### config.mk
export PLATFORM = sky130hd
export DESIGN_NAME = rdata_buf_s
export DESIGN_NICKNAME = d
export VERILOG_FILES = /design/src/rtl/rdata_buf_s.sv
export SDC_FILE = /design/constraint.sdc
export NUM_CORES = 1
export LEC_CHECK = 0
export CORE_ASPECT_RATIO = 1.1
export CORE_MARGIN = 3
export CORE_UTILIZATION = 60
export CTS_CLUSTER_DIAMETER = 120
export DETAILED_ROUTE_END_ITERATION = 10
export GPL_TIMING_DRIVEN = 0
export MAX_ROUTING_LAYER = met4
export PLACE_DENSITY = 0.9
export SYNTH_ARGS = -nofsm -noshare
export SYNTH_HDL_FRONTEND = slang
export SYNTH_SLANG_ARGS = --single-unit
export TNS_END_PERCENT = 5
### constraint.sdc
create_clock -name aclk -period 17.3 [get_ports aclk]
set_clock_uncertainty 0.2 [all_clocks]
set_input_delay 5.19 -clock aclk [delete_from_list [all_inputs] [get_ports aclk]]
set_output_delay 5.19 -clock aclk [all_outputs]
set_load 0.005 [all_outputs]
### src/rtl/rdata_buf_s.sv
// Per-slave R-channel buffer: first-word-fall-through FIFO of R beats that also counts complete bursts held.
// Optional store-and-forward gating is compiled in with RDATA_BUF_STORE_FWD_EN.
module rdata_buf_s #(
  parameter int DEPTH  = 8,
  parameter int ADDR_W = 3
) (
  input  logic              aclk,
  input  logic              areset,
  input  logic [3:0]        rid_s,
  input  logic [31:0]       rdata_s,
  input  logic              rlast_s,
  input  logic [1:0]        rresp_s,
  input  logic              rvalid_s,
  output logic              rready_s,
  output logic [3:0]        rid_m,
  output logic [31:0]       rdata_m,
  output logic              rlast_m,
  output logic [1:0]        rresp_m,
  output logic              rvalid_m,
  input  logic              rready_m,
  output logic [ADDR_W:0]   level,
  output logic [ADDR_W:0]   bursts
);

  // Handshakes: a beat moves on a side only at a rising edge where that side's
  // valid and ready are both high; valid never waits on ready, and once rvalid_m
  // is high it and the head fields hold until the beat is taken.

  localparam int ENTRY_W = 4 + 32 + 1 + 2;

  logic [ENTRY_W-1:0] mem_q [DEPTH];
  logic [ENTRY_W-1:0] head;

  logic [ADDR_W:0] wr_ptr_q, wr_ptr_d;
  logic [ADDR_W:0] rd_ptr_q, rd_ptr_d;
  logic [ADDR_W:0] bursts_q, bursts_d;

  logic full, empty, push, pop;

  assign empty = (wr_ptr_q == rd_ptr_q);
  // Full when the pointers sit on the same slot but are one wrap apart.
  assign full  = (wr_ptr_q[ADDR_W] != rd_ptr_q[ADDR_W]) &&
                 (wr_ptr_q[ADDR_W-1:0] == rd_ptr_q[ADDR_W-1:0]);

  assign rready_s = areset & ~full;

  assign head = mem_q[rd_ptr_q[ADDR_W-1:0]];
  assign {rid_m, rdata_m, rlast_m, rresp_m} = head;

  assign push = rvalid_s & rready_s;
  assign pop  = rvalid_m & rready_m;

  assign level  = wr_ptr_q - rd_ptr_q;
  assign bursts = bursts_q;

`ifdef RDATA_BUF_STORE_FWD_EN
  // Once a burst has started draining, keep it flowing until its last beat.
  logic head_in_burst_q, head_in_burst_d;

  always_comb begin
    head_in_burst_d = head_in_burst_q;
    if (pop) head_in_burst_d = ~rlast_m;
  end

  always_ff @(posedge aclk or negedge areset) begin
    if (!areset) head_in_burst_q <= 1'b0;
    else         head_in_burst_q <= head_in_burst_d;
  end

  // The full override lets bursts longer than the buffer drain instead of deadlocking.
  assign rvalid_m = ~empty & ((bursts_q != '0) | full | head_in_burst_q);
`else
  assign rvalid_m = ~empty;
`endif

  always_comb begin
    wr_ptr_d = wr_ptr_q;
    rd_ptr_d = rd_ptr_q;
    bursts_d = bursts_q;
    if (push) wr_ptr_d = wr_ptr_q + 1'b1;
    if (pop)  rd_ptr_d = rd_ptr_q + 1'b1;
    case ({push & rlast_s, pop & rlast_m})
      2'b10:   bursts_d = bursts_q + 1'b1;
      2'b01:   bursts_d = bursts_q - 1'b1;
      default: bursts_d = bursts_q;
    endcase
  end

  always_ff @(posedge aclk or negedge areset) begin
    if (!areset) begin
      wr_ptr_q <= '0;
      rd_ptr_q <= '0;
      bursts_q <= '0;
    end else begin
      wr_ptr_q <= wr_ptr_d;
      rd_ptr_q <= rd_ptr_d;
      bursts_q <= bursts_d;
    end
  end

  // Storage is deliberately left unreset; only the pointers define validity.
  always_ff @(posedge aclk) begin
    if (push) mem_q[wr_ptr_q[ADDR_W-1:0]] <= {rid_s, rdata_s, rlast_s, rresp_s};
  end

endmodule

# Word level (Yosys, flattened, before mapping)
# Memories as Yosys holds them, arrays and structs flattened.
# Index checks and enable logic that the tools add are counted.
word_totals:
  register_bits: 12
  ramBits: 312
  output_inout_bits: 49
  word_cells: 26
  memories: 1
memory_table:
  columns: ["name", "depth", "word_bits", "read_ports", "rd_ports_with_merged_regs", "write_ports", "line", "text"]
  rows:
  - ["mem_q", 8, 39, 1, 0, 1, "31", "logic [ENTRY_W-1:0] mem_q [DEPTH];"]
op_classes:
  addsub: 5
  n_eq_ne: 5
  mux: 3
  n_bitwise: 7
  reduce_logical: 2
op_table:
  columns: ["cell", "count"]
  rows:
  - ["$add 4x1->4 const B", 3]
  - ["$pmux 4 s2", 1]
  - ["$and 1x1->1", 5]
  - ["$eq 4x4->1", 1]
  - ["$sub 4x1->4 const B", 1]
  - ["$sub 4x4->4", 1]
  - ["$eq 3x3->1", 1]
  - ["$eq 2x1->1 const B", 1]
  - ["$eq 2x2->1 const B", 1]
  - ["$mux 1", 2]
  - ["$not 1->1", 2]
  - ["$reduce_bool 2->1", 1]
  - ["$logic_and 1x1->1", 1]
  - ["$ne 1x1->1", 1]

# Logic depth before layout (Yosys ltp)
# Gate-level depths: netlist of the first run.
depth:
  ltp_word: 8
  ltp_mapped: 13
  depth_no_buf: 11

# Worst setup path after synthesis of the first run
# OpenSTA, ideal clock, no wires.
synth_timing:
  path_kind: "input-to-output"
  start: "input areset"
  end: "output rready_s"
  t_arrival_ns: 5.382
  required_time_ns: 11.910
  slack_ns: 6.528
  path_stages: 1
  path_buffers: 0
  cell_sequence: "a21boi_1"
synth_via:
  elab_chain_len: 1
synth_rtl:
  columns: ["item", "line", "text"]
  rows:
  - ["start: declaration", "8", "input logic areset,"]
  - ["$and 1x1->1", "45", "assign rready_s = areset & ~full;"]
  - ["end: declaration", "14", "output logic rready_s,"]
# Every way passes these cells.

# Worst setup path after layout of the first run
# Same ends and word-level chain as after synthesis.

==> results of run 1 <==
per-stage QoR:
stage          cells  hold WS, ps
2_1_floorplan    617          265
3_3_place_gp     993          259
3_5_place_dp    1020          294
4_1_cts         1073          304
5_1_grt         1075          315
6_report        1075          298
Yosys cell counts (5+ instances only):
cell type | count | area share, %
edfxtp_1 | 312 | 73
nand2_1 | 125 | 3.7
mux4_1 | 64 | 13
mux4_2 | 14 | 2.5
dfrtp_1 | 12 | 2.3
buf_2 | 10 | 0.39
inv_1 | 10 | 0.29
buf_6 | 8 | 0.70
clkbuf_1 | 8 | 0.23
ha_1 | 8 | 0.78
xnor2_1 | 6 | 0.41
a21oi_1 | 5 | 0.20
nor3_1 | 5 | 0.20
xor2_1 | 5 | 0.34
layer usage:
layer	part of all wire, %	wire length (um)	vias up
met2	50	14600	432
met5	0	0	-
met3	9.5	2770	84
met1	36	10600	3393
met4	4.2	1220	0
li1	-	-	2818
final timing paths:
| check | from | end | slack [ps] | cells past startpoint |
|---|---|---|---|---|
| worst max-delay path | areset | rready_s | 4930 | 3 |
| worst min-delay path | bursts[3]$_DFFE_PN0P_ | bursts[3]$_DFFE_PN0P_ | 300 | 1 |
| worst max register to register | rd_ptr_q[1]$_DFFE_PN0N_ | mem_q[0][12]$_DFFE_PP_ | 12840 | 12 |
| worst min register to register | bursts[3]$_DFFE_PN0P_ | bursts[3]$_DFFE_PN0P_ | 300 | 1 |
| max in group asynchronous | areset | wr_ptr_q[2]$_DFFE_PN0P_ | 11560 | 1 |
| min in group asynchronous | areset | rd_ptr_q[3]$_DFFE_PN0N_ | 4870 | 1 |
sequential cells by signal, indices dropped and copies added (netlist names):
| signal | count |
|---|---|
| mem_q | 312 |
| bursts | 4 |
| rd_ptr_q | 4 |
| wr_ptr_q | 4 |
cells in the final DEF, fill, tap and decap left out, types with 6 or more instances in the layout:
cell,count
mux4_2,14
ha_1,8
buf_2,10
edfxtp_1,312
inv_1,10
nand2_1,125
clkinv_1,9
xnor2_1,6
clkbuf_16,29
dfrtp_1,12
clkdlybuf4s50_1,91
mux4_1,64
clkbuf_1,12
buf_6,26
power groups by stage:
stage | registers (uW) | logic (uW) | clock network (uW)
after CTS | 973 | 886 | 599
final | 974 | 884 | 594
after detailed placement | 987 | 872 | 0
after floorplan | 978 | 473 | 0
after global routing | 978 | 943 | 631
after global placement | 987 | 805 | 0
cell type report:
class	count	area (sq um)
antenna	2	5.00
buffer	27	190
clock buffer	33	741
clock inverter	20	134
fill	1110	5430
inverter	10	37.5
multi-input combinational	256	2950
sequential	324	9670
tap	285	357
timing repair buffer	118	1270
cell families after synthesis:
family / synth area share (%)
compound gates: 0.528
fa+ha+maj: 1.09
buf+inv: 1.78
simple gates: 4.41
flops: 75.5
mux: 15.8
xor+xnor: 0.880
==> impl_metrics.tcl, run 1 <==
set metrics [dict create \
    grt_remaining_overflow 0 \
    setup_viol 0 \
    cp_cell_sequence "clkdlybuf4s50_1 -> a21boi_1 -> clkdlybuf4s50_1" \
    maxCapViolCount 0 \
    grt_pass1_vias 7075 \
    grt.busiest_layer "met2" \
    tns_ps 0 \
    crit_path_max_incr_delay_ps 940 \
    power_leakage_uw 0.00538 \
    critPathLaunchType "primary input" \
    p_int_uw 1710 \
    vias 6727 \
    p_seq_share_pct 39.7 \
    status "completed" \
    grt_pass1_wl_mm 44.0 \
    synth_edf_count 312 \
    critical_path_class "in -> out" \
    viasPerCell 6.26 \
    postSynth.asyncResetShare_pct 3.70 \
    synth_seq_cells 324 \
    slew_headroom_pct 31.6 \
    cpMostUsedCell "clkdlybuf4s50_1" \
    cts_root_buffer "clkbuf_16" \
    power.share.clock_pct 24.2 \
    clock.fmax_mhz 80.8 \
    layout_setup_ws_ps 4930 \
    netlist_instances 617 \
    portBuffers 91 \
    gp_congestion 0.808 \
    io_pins 92 \
    path_buf_inv 2 \
    track_usage_pct 26.3 \
    peakVddDrop_v 0.000103 \
    avgRoutedWirePerCell_um 27.1 \
    grt_antenna_before_repair 2 \
    grt_util_met2_pct 41.8 \
    post_cts_buffers 0 \
    required_ps 11910 \
    period_share_pct 71.5 \
    start_util_pct 61.6 \
    grt_use_met3_pct 5.10 \
    die_h_um 159 \
    yosys_warnings 0 \
    cts.clk_slew.worst_paths_ps 60 \
    cts_buffers 29 \
    layout.nets 819 \
    drtIter0Drc 701 \
    rsz0062_at_grt "false" \
    endpoint_kind "output port" \
    layout_min_cycle_time_ps 12370 \
    met1_usage_pct 33.6 \
    synth_ff_type "edfxtp_1" \
    cp.arrival_ps 6980 \
    hold_buffers 0 \
    wl_mm 29.1 \
    synth-seq-area-share_pct 75.5 \
    area_growth_pct 19.9 \
    p_total_uw 2450 \
    cts_resized 0 \
    min_path_type "reg -> reg" \
    powerDensity_nw_per_um2 160 \
    utilization_pct 73.9 \
    max-clock-path-buffers 3 \
    die_w_um 145 \
    drive_above_1_share_pct 14.1 \
    dp_hpwl_mm 18.0 \
    design_area_sq_um 15400 \
    cp_slowest_cell "clkdlybuf4s50_1" \
    grt_max_degree 23 \
    final_antenna_net_count 0 \
    design.core.area_sq_um 20800 \
    drv_slew 0 \
    synth_nets 670 \
    tightest_slew_ps 1020 \
    drc_errors 0 \
    worstSkewPairLatency_ps 560 \
    cp_top_family "buffers and inverters" \
    htreeDepth 1 \
    pre_cts_ws_ps 4960 \
    cts.sinks 324 \
    switching_share_pct 30.4 \
    power_switching_uw 745 \
    tritoncts "built" \
    hold_viol 0 \
    syn_avg_cell_area_sq_um 20.7 \
    synthDistinctLibCells 30 \
    placed_cell_area_sq_um 14500 \
    rows 55 \
    combPwrFrac_pct 36.0 \
    die-area_sq_um 23100 \
    syn_area_sq_um 12800 \
    cp_max_fo 14 \
    firstDrtPassIters 5 \
]
No activity file was read; power rests on OpenSTA's default activity.
==> run 2, diff against run 1 <==
CORE_UTILIZATION = 58   (was 60)
PLACE_DENSITY = 0.88   (was 0.9)
clock period = 11.5 ns   (was 17.3 ns; I/O delays follow)
==> impl_metrics.tcl, run 2 (synthesis results as in run 1) <==
set metrics [dict create \
    cp_max_fo 14 \
    slew_headroom_pct 21.3 \
    grt_pass1_wl_mm 41.8 \
    power_leakage_uw 0.00546 \
    grt_antenna_before_repair 1 \
    hold_buffers 0 \
    gp_congestion 0.784 \
    cts_root_buffer "clkbuf_16" \
    layout_min_cycle_time_ps 8820 \
    tns_ps 0 \
    design_area_sq_um 15500 \
    layout_commonest_cell "edfxtp_1" \
    hold_viol 0 \
    grt_pass1_vias 6869 \
    firstDrtPassIters 5 \
    critPathLaunchType "primary input" \
    status "completed" \
    tightest_slew_ps 1170 \
    rows 56 \
    drive_above_1_share_pct 15.3 \
    viasPerCell 6.12 \
    largest_reg_flops 312 \
    setup_viol 0 \
    multi_input_area_sq_um 2950 \
    maxCapViolCount 0 \
    grt_max_degree 25 \
    wl_mm 27.8 \
    max-clock-path-buffers 3 \
    area_growth_pct 21.0 \
    cts.clk_slew.worst_paths_ps 70 \
    layout.nets 821 \
    track_usage_pct 24.3 \
    critical_path_class "in -> out" \
    required_ps 7850 \
    drtIter0Drc 592 \
    portBuffers 91 \
    vias 6615 \
    cts_buffers 30 \
    cp.arrival_ps 5170 \
    layout_setup_ws_ps 2680 \
    die_h_um 162 \
    io_pins 92 \
    period_share_pct 76.7 \
    htreeDepth 1 \
    dp_hpwl_mm 17.3 \
    regArea_sq_um 9670 \
    cts.sinks 324 \
    start_util_pct 59.5 \
    post_cts_buffers 0 \
    peakVddDrop_v 0.000152 \
    clock.fmax_mhz 113 \
    die-area_sq_um 23900 \
    grt_remaining_overflow 0 \
    pre_cts_ws_ps 2690 \
    final_cell_mix "edfxtp_1, nand2_1, clkdlybuf4s50_1, mux4_1, clkbuf_16" \
    rsz0062_at_grt "false" \
    filler_cell_count 1251 \
    powerDensity_nw_per_um2 244 \
    tritoncts "built" \
    worstSkewPairLatency_ps 550 \
    die_w_um 148 \
    cts_resized 0 \
    placed_cell_area_sq_um 14500 \
    final_antenna_net_count 0 \
    min_path_type "reg -> reg" \
    design.core.area_sq_um 21500 \
    avgRoutedWirePerCell_um 25.7 \
    drc_errors 0 \
    drv_slew 0 \
    endpoint_kind "output port" \
]
[run 2: path summary, 6_finish.rpt]
| kind | start | to | slack [ps] | depth (start not counted) |
|---|---|---|---|---|
| setup / recovery | areset | rready_s | 2680 | 3 |
| setup reg to reg | rd_ptr_q[1]$_DFFE_PN0N_ | mem_q[5][14]$_DFFE_PP_ | 7220 | 10 |
| hold reg to reg | bursts[3]$_DFFE_PN0P_ | bursts[3]$_DFFE_PN0P_ | 300 | 1 |
| max in group asynchronous | areset | rd_ptr_q[2]$_DFFE_PN0N_ | 7620 | 1 |
| min in group asynchronous | areset | bursts[2]$_DFFE_PN0P_ | 3080 | 1 |
| hold / removal | bursts[3]$_DFFE_PN0P_ | bursts[3]$_DFFE_PN0P_ | 300 | 1 |
[run 2: report_power, final]
group	total (uW)	switching, uW	internal, uW
logic	1310	640	671
registers	1460	50.2	1410
clock network	1010	411	598
[run 2: cell type report]
class | count | area share [%]
clock buffers | 37 | 5.35
plain buffers | 27 | 1.23
inverters | 10 | 0.242
diodes | 1 | 0.0162
multi-input cells | 256 | 19.0
well taps | 290 | 2.34
flip-flops and latches | 324 | 62.4
repair buffers | 119 | 8.14
clock inverters | 17 | 1.23
[run 2: critical path: stages]
cell             delay [ps]
clkdlybuf4s50_1         860
a21boi_1                310
clkdlybuf4s50_1         540
[run 2: metal layers]
layer / part of all wire, % / GRT usage [%] / wire length (um)
met1: 38 / 32.9 / 10700
met2: 50 / 38.8 / 14000
met3: 8.3 / 3.88 / 2300
met4: 3.1 / 8.01 / 852
met5: 0 / - / 0
[run 2: through the flow]
step / hold WS (ps) / instances / total power (uW) / utilization [%]
2_1_floorplan: 265 / 617 / 2180 / -
3_3_place_gp: 260 / 998 / 2700 / 65.4
3_5_place_dp: 282 / 1026 / 2790 / 67.3
4_1_cts: 291 / 1080 / 3810 / 72.0
5_1_grt: 303 / 1081 / 3940 / 72.0
6_report: 299 / 1081 / 3780 / 72.0
==> run 3, diff against run 2 <==
clock period = 9 ns   (was 11.5 ns; I/O delays follow)
==> results of run 3 <==
Same layout as run 2 (identical final DEF). Status: completed.
Main changes from that run: setup slack after placement 2690 ps -> 1690 ps; setup slack after layout 2680 ps -> 1680 ps; register-to-register setup slack 7220 ps -> 4720 ps; total power 3780 uW -> 4830 uW; worst IR drop on VDD 0.000152 V -> 0.000194 V
